==> src/rtl/crypto_stream_adapter.sv <==
// Byte-stream adapter for the 128-bit crypto controller: packs 16 bytes, launches one encryption, drains 16 result bytes.
// Optional CRYPTO_ADAPTER_PAD_EN: in_last before byte 15 pads the block (value 15-k) and launches early.
module crypto_stream_adapter #(
  parameter int unsigned TIMEOUT_CYCLES = 255
) (
  input  logic         clk,
  input  logic         rst,
  input  logic [7:0]   in_data,
  input  logic         in_valid,
  output logic         in_ready,
  input  logic         in_last,
  input  logic [1:0]   cfg_mode,
  output logic [7:0]   out_data,
  output logic         out_valid,
  input  logic         out_ready,
  output logic [127:0] plaintext,
  output logic [1:0]   crypto_mode,
  output logic         encrypt_start,
  input  logic [127:0] ciphertext,
  input  logic         encrypt_done,
  output logic         timeout_err,
  output logic [15:0]  blocks_done
);

  localparam logic [1:0] FILL  = 2'd0;
  localparam logic [1:0] START = 2'd1;
  localparam logic [1:0] WAIT  = 2'd2;
  localparam logic [1:0] DRAIN = 2'd3;

  localparam logic [15:0] TIMEOUT_VAL = 16'(TIMEOUT_CYCLES);

  logic [1:0]   state;
  logic [3:0]   byte_idx;
  logic [15:0]  wait_cnt;
  logic [15:0]  wait_next;
  logic [127:0] out_shift;
  logic         in_fire;
  logic         out_fire;
  logic         timeout_hit;
  logic         pad_now;

  assign in_ready      = (state == FILL);
  assign out_valid     = (state == DRAIN);
  assign encrypt_start = (state == START);
  assign out_data      = out_shift[127:120];
  assign in_fire       = in_valid & in_ready;
  assign out_fire      = out_valid & out_ready;
  assign wait_next     = wait_cnt + 16'd1;
  // Abort once the count of cycles spent in WAIT reaches the limit.
  assign timeout_hit   = (wait_next == TIMEOUT_VAL);

`ifdef CRYPTO_ADAPTER_PAD_EN
  assign pad_now = in_last && (byte_idx != 4'd15);
`else
  logic unused_in_last;
  assign unused_in_last = in_last;
  assign pad_now        = 1'b0;
`endif

  always_ff @(posedge clk or posedge rst) begin
    if (rst) begin
      state       <= FILL;
      byte_idx    <= 4'd0;
      wait_cnt    <= 16'd0;
      out_shift   <= 128'd0;
      plaintext   <= 128'd0;
      crypto_mode <= 2'd0;
      timeout_err <= 1'b0;
      blocks_done <= 16'd0;
    end else begin
      case (state)
        FILL: begin
          if (in_fire) begin
            plaintext[8*(15-int'(byte_idx)) +: 8] <= in_data;
            if (byte_idx == 4'd0) crypto_mode <= cfg_mode;
`ifdef CRYPTO_ADAPTER_PAD_EN
            if (pad_now) begin
              for (int j = 0; j < 16; j++) begin
                if (j > int'(byte_idx)) plaintext[8*(15-j) +: 8] <= 8'd15 - {4'd0, byte_idx};
              end
            end
`endif
            if (byte_idx == 4'd15 || pad_now) begin
              state    <= START;
              byte_idx <= 4'd0;
            end else begin
              byte_idx <= byte_idx + 4'd1;
            end
          end
        end
        START: begin
          wait_cnt <= 16'd0;
          state    <= WAIT;
        end
        WAIT: begin
          wait_cnt <= wait_next;
          // A done arriving in the timeout cycle still wins.
          if (encrypt_done) begin
            out_shift <= ciphertext;
            byte_idx  <= 4'd0;
            state     <= DRAIN;
          end else if (timeout_hit) begin
            timeout_err <= 1'b1;
            byte_idx    <= 4'd0;
            state       <= FILL;
          end
        end
        DRAIN: begin
          if (out_fire) begin
            out_shift <= {out_shift[119:0], 8'h00};
            if (byte_idx == 4'd15) begin
              byte_idx    <= 4'd0;
              blocks_done <= blocks_done + 16'd1;
              state       <= FILL;
            end else begin
              byte_idx <= byte_idx + 4'd1;
            end
          end
        end
        default: state <= FILL;
      endcase
    end
  end

endmodule

==> config.mk <==
export PLATFORM = sky130hd
export DESIGN_NAME = crypto_stream_adapter
export DESIGN_NICKNAME = d
export VERILOG_FILES = /design/src/rtl/crypto_stream_adapter.sv
export SDC_FILE = /design/constraint.sdc
export NUM_CORES = 1
export LEC_CHECK = 0
export ABC_AREA = 1
export CAP_MARGIN = 20
export CORE_UTILIZATION = 46
export DETAILED_ROUTE_END_ITERATION = 8
export GPL_ROUTABILITY_DRIVEN = 1
export PLACE_DENSITY = 0.8
export SETUP_SLACK_MARGIN = 0.5
export SKIP_CTS_REPAIR_TIMING = 1
export SYNTH_ARGS = -nofsm -noshare
export SYNTH_HDL_FRONTEND = slang
export SYNTH_SLANG_ARGS = --single-unit
==> constraint.sdc <==
create_clock -name clk -period 9.5 [get_ports clk]
set_input_delay 1.425 -clock clk [delete_from_list [all_inputs] [get_ports clk]]
set_output_delay 1.425 -clock clk [all_outputs]
set_load 0.03 [all_outputs]
* Word-level counts from Yosys, hierarchy flattened
Cells that the tools add are included.
W data, S select, Z words.
** Storage, ports and cells
- ROM bits :: 0
- Word-level logic and storage cells :: 59
- Bits in writable memories :: 0
- Output and inout port bits :: 158
- Input port bits :: 144
- Memories kept :: 0
- Bits in latches :: 0
- Register bits after elaboration :: 297
** Operators by class
- Shift-type cells :: 2
- Magnitude comparators :: 0
- $mul :: 0
- Bitwise gates (word level) :: 3
- Divide/modulo/power cells :: 0
- Add/subtract/negate cells :: 5
- Reduce and logical (&&, ||, !) cells :: 12
- Equality and inequality tests :: 11
- Multiplexer cells :: 18
** Operators with widths (number)
- $mux W128 :: 2
- $pmux W128 S2 :: 1
- $bwmux W128 :: 1
- $shift A8 B33 Y128 const A :: 1
- $shiftx A8 B33 Y128 :: 1
- $neg A8 Y33 :: 1
- $add A16 B1 Y16 const B :: 2
- $pmux W16 S2 :: 1
- $mux W4 :: 5
- $eq A16 B8 Y1 const B :: 1
- $mux W2 :: 6
- $pmux W4 S3 :: 1
- $reduce_and A3 Y1 :: 4
- $ne A2 B1 Y1 const B :: 4
- $pmux W2 S4 :: 1
- $reduce_and A5 Y1 :: 1
- $sub A4 B4 Y5 const A :: 1
- $add A4 B1 Y4 const B :: 1
- $eq A2 B2 Y1 const B :: 2
- $eq A4 B4 Y1 const B :: 1
- $logic_not A4 Y1 :: 1
- $reduce_and A4 Y1 :: 1
- $reduce_bool A2 Y1 :: 2
- $ne A3 B3 Y1 const B :: 1
- 7 further kinds :: 8

* Depth between registers and ports, before layout
Gate-level depths: netlist (run 1).
- Depth after elaboration :: 5
- Mapped depth :: 14
- Gate-level depth less buffers :: 14

* Worst setup path before layout (run 1)
No wires, ideal clock.
- Path type :: in2reg
- From :: input in_valid
- To :: register plaintext[64]
- Buffers on the path :: 1
- Stages on the path :: 8
- Arrival :: 2558 ps
- Required time :: 9373 ps
- Slack :: 6815 ps
- Cell sequence :: nand2_1 nor3_1 inv_2 nor2_4 nand2_1 buf_2 nand2_1 o21ai_0
** On the way
- Word-level cells in the longest chain between the ends :: 2
** RTL lines
- start, declared :: RTL line 9 : input logic in_valid,
- $and A1 B1 Y1 :: RTL line 46 : assign in_fire = in_valid & in_ready;
- $reduce_and A2 Y1 (no source line)
- end signal, assigned by index :: RTL line 74 : plaintext[8*(15-int'(byte_idx)) +: 8] <= in_data;
- end, declared :: RTL line 16 : output logic [127:0] plaintext,
No other way between the ends.
A chain may end at the register's enable or synchronous reset.

* Worst setup path after layout (run 1)
- From :: register state[0]
- To :: output out_valid
** On the way
- Word-level cells in the longest chain between the ends :: 1
** RTL lines
- start, declared :: RTL line 32 : logic [1:0] state;
- start signal, assigned :: RTL line 62 : state <= FILL;
- start signal, assigned :: RTL line 84 : state <= START;
- start signal, assigned :: RTL line 93 : state <= WAIT;
- $eq A2 B2 Y1 :: RTL line 43 : assign out_valid = (state == DRAIN);
- end, declared :: RTL line 14 : output logic out_valid,
No other way between the ends.

==> reports/results.tsv, run 1 <==
metric	value	unit
outcome	completed	
crit path max fanout	59	
Hold Crit Class	flop to flop	
Die Outline Area	29230	sq um
CP Data Required Time	8080	ps
Power Total	5455	uW
Hold Fails Final Rpt	0	
core box area	27930	sq um
Final Max Slew Viols	0	
post-route setup slack	5688	ps
number of vias per cell	5.206	
via count	11520	
Die H	171.0	um
H-Tree Depth	2	
TritonCTS buffer count	34	
clock transition at the registers of the reported paths	60	ps
synthesized area per cell	8.473	sq um
area delta synth->final	33.29	%
Final Instance Area	17500	sq um
number of global-route vias before repair	10970	
ANT nets after route	0	
post-synth top area cell	dfrtp_1	
crit path DAT	2390	ps
Slew Limit Headroom	37.15	%
Syn. warnings	0	
Peak VDD IR	0.0002671	V
number of setup violations in the final report	0	
layout cell share with drive strength beyond 1	5.510	%
top-count cell post-synth	nand2_1	
detailed-route wire length	34660	um
Setup crit end kind	output pin	
Post-Synthesis Cells	1550	
CTS tree	done	
most frequent cells after synthesis	504 x nand2_1, 297 x dfrtp_1, 179 x nor2_1	
Pwr per Cell Area	311.6	nW/um^2
Crit-path slowest cell	clkdlybuf4s50_1	
starting density of the core	47.01	%
kind of critical path	flop to output pin	
worst path cell trace	ha_4 > clkdlybuf4s50_1	
fmax	262.3	MHz
WL/cell	15.66	um
TNS Setup	0	ps
Clk Latency, worst-skew pair	520	ps
measured slew at the worst slew-check pin	942.7	ps
ys flop type	dfrtp_1	
sequential share of the synthesized area	56.59	%
CTS Root Cell	clkbuf_16	
PortBufs	300	
RSZ-0062 raised after global routing	no	
final worst path period share	40.13	%
syn_nets	1704	
Nets	1962	
area post-placement	16320	sq um
startpoint types	flop	
crit-path leading delay family	buffers and inverters	
largest net degree at the start of global routing	257	
die span in x	171.0	um
global-route wire length before repair	55610	um
DRT Pass-1 Iters	5	
mapped cell area	13130	sq um
initial drt markers	920	
worst slack, placed	5713	ps
fin crit period	3812	ps
Routability Congestion	0.8825	
crit path buf inv count	1	
post-DP HPWL	24100	um
# IOs	302	
EDFF count, synth	0	
Netlist cell types	36	
number of max-cap violations	0	
synth top area cells	dfrtp_1 57%, nand2_1 14%, a31oi_1 5.7%	
flip-flop and latch count after synthesis	297	
clock tree buffer depth	3	
clk sinks	297	
clock skew	22.48	ps
Congestion Overflow GR	0	
initial antenna violation count	5	
Cell Rows	61	
delay of the slowest critical-path stage	810	ps
Leakage	0.007717	uW
DRC errors left	0	
ys async rst share	100.0	%
GRT Util Overall	23.95	%
top-area cell type share of the netlist area	56.59	%
## path summary, 6_finish.rpt
path / start / to / cells after the start / slack [ps]
worst max-delay path: state[0] / out_valid / 2 / 5690
worst min-delay path: blocks_done[15] / blocks_done[15] / 1 / 470
worst max register to register: byte_idx[0] / plaintext[18] / 8 / 5980
worst min register to register: blocks_done[15] / blocks_done[15] / 1 / 470
max in group asynchronous: rst / blocks_done[9] / 5 / 6760
min in group asynchronous: rst / plaintext[75] / 3 / 1500
## cell type report
| cell class | count | area (sq um) |
|---|---|---|
| clock buffer | 45 | 942.2 |
| sequential | 297 | 7432 |
| timing repair buffer | 308 | 3108 |
| fill | 2356 | 10430 |
| multi-input combinational | 1079 | 5004 |
| antenna | 2 | 5.005 |
| inverter | 88 | 339.1 |
| clock inverter | 16 | 201.4 |
| tap | 378 | 473.0 |
## worst reg2reg max path: cells and delay by family, from the launching register on
kind                       cells  cell delay [ps]
and+or+nand+nor                4             1010
buffers and inverters          2              930
DFF                            1              690
adders and majority gates      1              650
AOI/OAI and AO/OA              1              150
## kinds of logic (layout without fill, tap and decap cells)
family	Yosys count	in the layout	synth area share (%)
buffers and inverters	174	457	5.488
multiplexers	2	2	0.1715
adder cells (fa/ha/maj)	10	10	0.9527
AND/OR/NAND/NOR	787	787	24.43
flip-flops	297	297	56.59
other	0	2	0
AO/OA/AOI/OAI	265	265	11.37
XOR/XNOR	15	15	1.000
## layout by cell type, fill, tap and decap left out, types with 2 or more instances in the layout
cell type and count:
nor2_2 5, clkdlybuf4s50_1 300, nor3_1 3, ha_1 9
bufinv_16 4, nand3_1 63, xor2_1 7, clkinvlp_4 2
nor4_1 2, buf_4 5, mux2_2 2, o22ai_1 8
nand4_1 9, buf_12 2, dfrtp_1 297, nor2_4 6
clkinv_2 8, xnor2_1 8, clkbuf_1 6, nand2_2 6
nor2_1 179, nand2_1 504, o21ai_1 14, inv_4 2
o21ai_0 111, a21oi_1 9, diode_2 2, clkbuf_16 34
nor3_2 4, inv_6 2, inv_1 78, nor3_4 2
inv_2 6, a31oi_1 120, clkbuf_8 5
## stage by stage
stage / hold slack [ps] / util (%) / std cells
detailed placement: 463.6 / 58.43 / 2148
CTS: 476.6 / 62.52 / 2209
floorplan: 487.1 / - / 1550
finish: 466.4 / 62.66 / 2213
global placement: 460.3 / 58.43 / 2148
global route: 484.2 / 62.66 / 2213
## per-layer routing
| metal | part of all wire, % | global-route usage (%) |
|---|---|---|
| met4 | 3.7 | 10.13 |
| met3 | 8.2 | 7.032 |
| met5 | 0.072 | 0 |
| met2 | 48 | 39.52 |
| met1 | 40 | 29.22 |
## flip-flops by register name (all words and copies together), names as in the netlist
name / count
out_shift: 128
crypto_mode: 2
plaintext: 128
state: 2
blocks_done: 16
timeout_err: 1
byte_idx: 4
wait_cnt: 16
## report_power, final
group          internal (uW)  switching, uW  total, uW
Combinational            765           1370       2140
Sequential              1720            269       1990
Clock                    811            521       1330
Total                   3290           2160       5450
No activity file was read; power rests on OpenSTA's default activity.
==> run 2: changes to the inputs <==
Settings changed: CORE_UTILIZATION 46 to 50, PLACE_DENSITY 0.8 to 0.83.
Clock period 9.5 ns to 3.7 ns, I/O delays scaled along.
==> run 2 against run 1 <==
Effect of this change: total power grew to 2.6 times the previous value; die area shrank 7.9%; via count grew 2.3%; clock-buffer cell count shrank 2; flip-flop and latch count is the same; register-to-register slack lost 5000 ps; final cell count shrank 2.1%; clock skew shrank 2.4 ps.
==> reports/results.tsv, run 2 (synthesis results as in run 1) <==
metric	value	unit	change
outcome	completed		
Congestion Overflow GR	0		unchanged
crit path max fanout	16		-73%
H-Tree Depth	1		-1
core box area	25470	sq um	-8.8%
clock power share	22.8	%	-1.6 points
RSZ-0062 raised after global routing	no		
TNS Setup	0	ps	unchanged
clock skew	20.03	ps	-2.448 ps
Seq pwr share	37.0	%	+0.6 points
area delta synth->final	32.62	%	
final worst path period share	74.69	%	
crit path DAT	3170	ps	+780 ps
initial drt markers	1248		+36%
kind of critical path	flop to flop		
largest net degree at the start of global routing	101		-61%
Hold WS	420.8	ps	-45.64 ps
die span in x	164.1	um	-4.0%
GRT Util Overall	27.83	%	+3.9 points
top flop regs	out_shift: 128 flops, plaintext: 128 flops		
switching share of total power	40.30	%	+0.67 points
P_int	8338	uW	+150%
Peak VDD IR	0.0005238	V	+96%
fin crit period	2763	ps	
number of setup violations in the final report	0		unchanged
Cell Rows	58		-4.9%
sw power	5627	uW	+160%
clk sinks	297		unchanged
ANT nets after route	0		unchanged
Routability Congestion	0.9092		+3.0%
Hold Fails Final Rpt	0		unchanged
Die H	164.1	um	-4.0%
number of vias per cell	5.437		+4.4%
clock transition at the registers of the reported paths	60	ps	about the same
PortBufs	300		unchanged
Final Instance Area	17420	sq um	-0.50%
fmax	361.9	MHz	
Power Total	13960	uW	+160%
Die Outline Area	26920	sq um	-7.9%
Nets	1968		+0.31%
DRT Pass-1 Iters	5		unchanged
Clk Latency, worst-skew pair	560	ps	+40 ps
logic gate share of total power	40.2	%	+1.0 points
most frequent cells in the layout	504 x nand2_1, 300 x clkdlybuf4s50_1, 296 x dfrtp_1, 179 x nor2_1, 120 x a31oi_1		
commonest non-fill, non-tap cell in the layout	nand2_1		
Final Max Slew Viols	0		unchanged
Leakage	0.007698	uW	-0.25%
starting density of the core	51.56	%	+4.5 points
Setup crit end kind	flop		
number of global-route vias before repair	11400		+3.9%
CP Data Required Time	4110	ps	-3970 ps
Hold Crit Class	input port to async pin		
TritonCTS buffer count	31		-8.8%
initial antenna violation count	0		-5
DRC errors left	0		unchanged
number of max-cap violations	0		unchanged
detailed-route wire length	36700	um	+5.9%
# IOs	302		unchanged
area post-placement	16370	sq um	+0.32%
WL/cell	16.94	um	+8.1%
CTS Root Cell	clkbuf_16		
Pwr per Cell Area	801.8	nW/um^2	+160%
layout cell share with drive strength beyond 1	5.610	%	+0.10 points
via count	11780		+2.3%
global-route wire length before repair	59240	um	+6.5%
final cell count without fillers	2167		-2.1%
startpoint types	flop		
Slew Limit Headroom	34.71	%	-2.4 points
measured slew at the worst slew-check pin	979.4	ps	+36.66 ps
CTS tree	done		
post-DP HPWL	26020	um	+8.0%
# placed instances	2110		-1.8%
clock tree buffer depth	3		unchanged
## run 2: layout make-up
type,count,area [sq um]
Fill cell,1955,8055
Sequential cell,297,7433
Multi-Input combinational cell,1079,5004
Timing Repair Buffer,317,3193
Clock buffer,43,860.8
Tap cell,330,412.9
Inverter,88,339.1
Clock inverter,12,171.4
Antenna cell,1,2.502
## run 2: path summary, 6_finish.rpt
| kind | from | endpoint | slack, ps | depth (start not counted) |
|---|---|---|---|---|
| max | byte_idx[0] | plaintext[127] | 940 | 9 |
| min | rst | out_shift[21] | 420 | 2 |
| max reg2reg | byte_idx[0] | plaintext[127] | 940 | 9 |
| min reg2reg | plaintext[57] | plaintext[57] | 480 | 2 |
| max in group asynchronous | rst | plaintext[112] | 2330 | 3 |
| min in group clk | plaintext[57] | plaintext[57] | 480 | 2 |
## run 2: worst max-delay path: stages (launching register included)
cell and delay (ps):
dfrtp_2 550, inv_4 120, nor2_4 150, ha_1 270
nor3_1 250, inv_1 270, nor2_1 240, nand2_1 420
nand2_1 210, o21ai_0 120
## run 2: metrics by stage
| step | utilization, % | worst slack (ps) |
|---|---|---|
| final | 68.38 | 936.6 |
| after global routing | 68.37 | 681.9 |
| after CTS | 68.33 | 574.8 |
| after detailed placement | 64.28 | 642.8 |
| after global placement | 64.28 | 796.4 |
| after floorplan | - | -800.1 |
## run 2: per-layer routing
metal | wire length [um] | vias to the layer above | share of wire (%) | global-route usage [%]
li1 | - | 5577 | - | -
met2 | 17850 | 504 | 49 | 46.59
met5 | 0 | - | 0 | 0
met1 | 14480 | 5609 | 39 | 35.26
met3 | 2791 | 92 | 7.6 | 5.328
met4 | 1581 | 0 | 4.3 | 11.83
## run 2: power groups by stage
stage	Sequential (uW)	Combinational, uW	Clock (uW)
CTS	5150	5650	3210
global route	5280	6200	3350
detailed placement	5190	5620	0
finish	5170	5620	3180
global placement	5130	5430	0
floorplan	5750	3010	0
==> run 3: changes to the inputs <==
Clock period 3.7 ns to 2.85 ns, I/O delays scaled along.
==> run 3 against run 2 <==
Effect of this change: non-clock buffer count is 19 higher; clock skew shrank 12 ps; final cell count is 0.78% higher; total power rose by 32%; combinational power grew 37%; critical endpoint is now plaintext[21]; sequential share of layout area down 0.82 points; clock power is 29% higher; final area rose by 1.9%; utilization grew 1.3 points; global-route usage is 0.78 points lower; critical path depth unchanged; sequential power grew 29%; critical path type unchanged.
==> reports/results.tsv, run 3 (synthesis results as in run 1) <==
metric	value	unit	change
fin crit period	2347	ps	-416.7 ps
Peak VDD IR	0.0006497	V	+24%
DRT Pass-1 Iters	6		+1
switching share of total power	40.10	%	-0.19 points
logic gate share of total power	41.8	%	+1.6 points
Die Outline Area	26920	sq um	unchanged
outcome	completed		
CTS tree	done		
core box area	25470	sq um	unchanged
Pwr per Cell Area	1041	nW/um^2	+30%
fmax	426.1	MHz	+18%
Nets	1987		+0.97%
ANT nets after route	0		unchanged
P_int	11070	uW	+33%
Power Total	18480	uW	+32%
crit path max fanout	14		-2
TritonCTS buffer count	31		unchanged
top flop regs	out_shift: 128 flops, plaintext: 128 flops		
detailed-route wire length	36950	um	+0.67%
number of vias per cell	5.525		+1.6%
area delta synth->final	35.20	%	
number of global-route vias before repair	11360		-0.37%
number of setup violations in the final report	0		unchanged
sw power	7412	uW	+32%
layout cell share with drive strength beyond 1	7.124	%	+1.5 points
PortBufs	300		unchanged
clk sinks	297		unchanged
H-Tree Depth	1		unchanged
final worst path period share	82.34	%	+7.7 points
Final Max Slew Viols	0		unchanged
clock transition at the registers of the reported paths	60	ps	about the same
Die H	164.1	um	unchanged
Cell Rows	58		unchanged
number of max-cap violations	0		unchanged
Setup crit end kind	flop		
kind of critical path	flop to flop		
die span in x	164.1	um	unchanged
Routability Congestion	0.9108		+0.18%
CP Data Required Time	3320	ps	-790 ps
Congestion Overflow GR	0		unchanged
WL/cell	16.92	um	-0.11%
largest net degree at the start of global routing	130		+29%
measured slew at the worst slew-check pin	678.6	ps	-300.8 ps
GRT Util Overall	27.05	%	-0.78 points
Hold Crit Class	input port to async pin		
fill count	1860		-4.9%
most frequent cells in the layout	499 x nand2_1, 297 x clkdlybuf4s50_1, 296 x dfrtp_1, 178 x nor2_1, 120 x a31oi_1		
Slew Limit Headroom	54.76	%	+20 points
crit path DAT	2820	ps	-350 ps
starting density of the core	51.56	%	unchanged
clock tree buffer depth	3		unchanged
Leakage	0.007944	uW	+3.2%
initial antenna violation count	0		unchanged
global-route wire length before repair	57750	um	-2.5%
Clk Latency, worst-skew pair	550	ps	about the same
startpoint types	flop		
CTS Root Cell	clkbuf_16		
post-DP HPWL	25660	um	-1.4%
# IOs	302		unchanged
RSZ-0062 raised after global routing	yes		
Hold Fails Final Rpt	0		unchanged
DRC errors left	0		unchanged
via count	12070		+2.4%
clock power share	22.2	%	-0.6 points
clock skew	8.035	ps	-11.99 ps
initial drt markers	1406		+13%
Seq pwr share	36.0	%	-1.0 points
TNS Setup	0	ps	unchanged
commonest non-fill, non-tap cell in the layout	nand2_1		
[run 3: cell count changes in the layout (fill, tap and decap cells not counted), sizes merged]
cell	before	now
clkbuf	43	47
clkinvlp	4	1
bufinv	4	3
dlymetal6s2s	0	3
buf	17	34
clkdlybuf4s50	300	297
[run 3: per-stage QoR]
step / cells / area (sq um) / setup slack (ps) / utilization (%) / hold slack [ps]
after floorplan: 1550 / 13140 / -1523 / - / 487.1
after global placement: 2115 / 16470 / 452.9 / 64.67 / 460.5
after global routing: 2183 / 17750 / 318.8 / 69.70 / 177.8
after CTS: 2168 / 17510 / 166.7 / 68.73 / 149.2
final: 2184 / 17760 / 503.3 / 69.71 / 160.6
after detailed placement: 2115 / 16470 / 301.6 / 64.67 / 467.6
[run 3: routing by layer]
layer | global-route usage [%] | share of wire [%] | wire length [um]
met3 | 4.293 | 7.9 | 2907
met2 | 46.43 | 50 | 18440
met4 | 9.133 | 3.1 | 1130
met5 | 0 | 0 | 0
met1 | 34.79 | 39 | 14470
[run 3: power groups by stage]
| stage | Sequential (uW) | Combinational [uW] | Clock (uW) |
|---|---|---|---|
| detailed placement | 6690 | 7430 | 0 |
| floorplan | 7470 | 3910 | 0 |
| global route | 6800 | 8450 | 4330 |
| global placement | 6640 | 7200 | 0 |
| CTS | 6640 | 7470 | 4150 |
| finish | 6660 | 7720 | 4100 |
[run 3: worst paths after layout]
| check | start | depth (start not counted) | slack [ps] | to |
|---|---|---|---|---|
| worst max-delay path | byte_idx[1] | 9 | 500 | plaintext[21] |
| worst min-delay path | rst | 2 | 160 | out_shift[22] |
| worst max register to register | byte_idx[1] | 9 | 500 | plaintext[21] |
| worst min register to register | plaintext[94] | 2 | 480 | plaintext[94] |
| max in group asynchronous | rst | 3 | 1750 | out_shift[107] |
| min in group clk | ciphertext[48] | 3 | 440 | out_shift[48] |
[run 3: cell type report]
type	count	area [sq um]	area share, %
clock buffers	45	908.4	5.116
clock inverters	8	126.4	0.7117
well taps	330	412.9	2.325
diodes	1	2.502	0.01409
repair buffers	336	3445	19.40
flip-flops and latches	297	7433	41.86
inverters	88	339.1	1.910
multi-input cells	1079	5089	28.66
[run 3: critical path: stages, from the launching register on]
cell,delay (ps)
dfrtp_1,410
inv_1,90
ha_2,530
clkinv_1,190
nor3_4,350
nand2_2,200
nor2_4,170
buf_12,140
nor2_1,40
a21oi_1,130
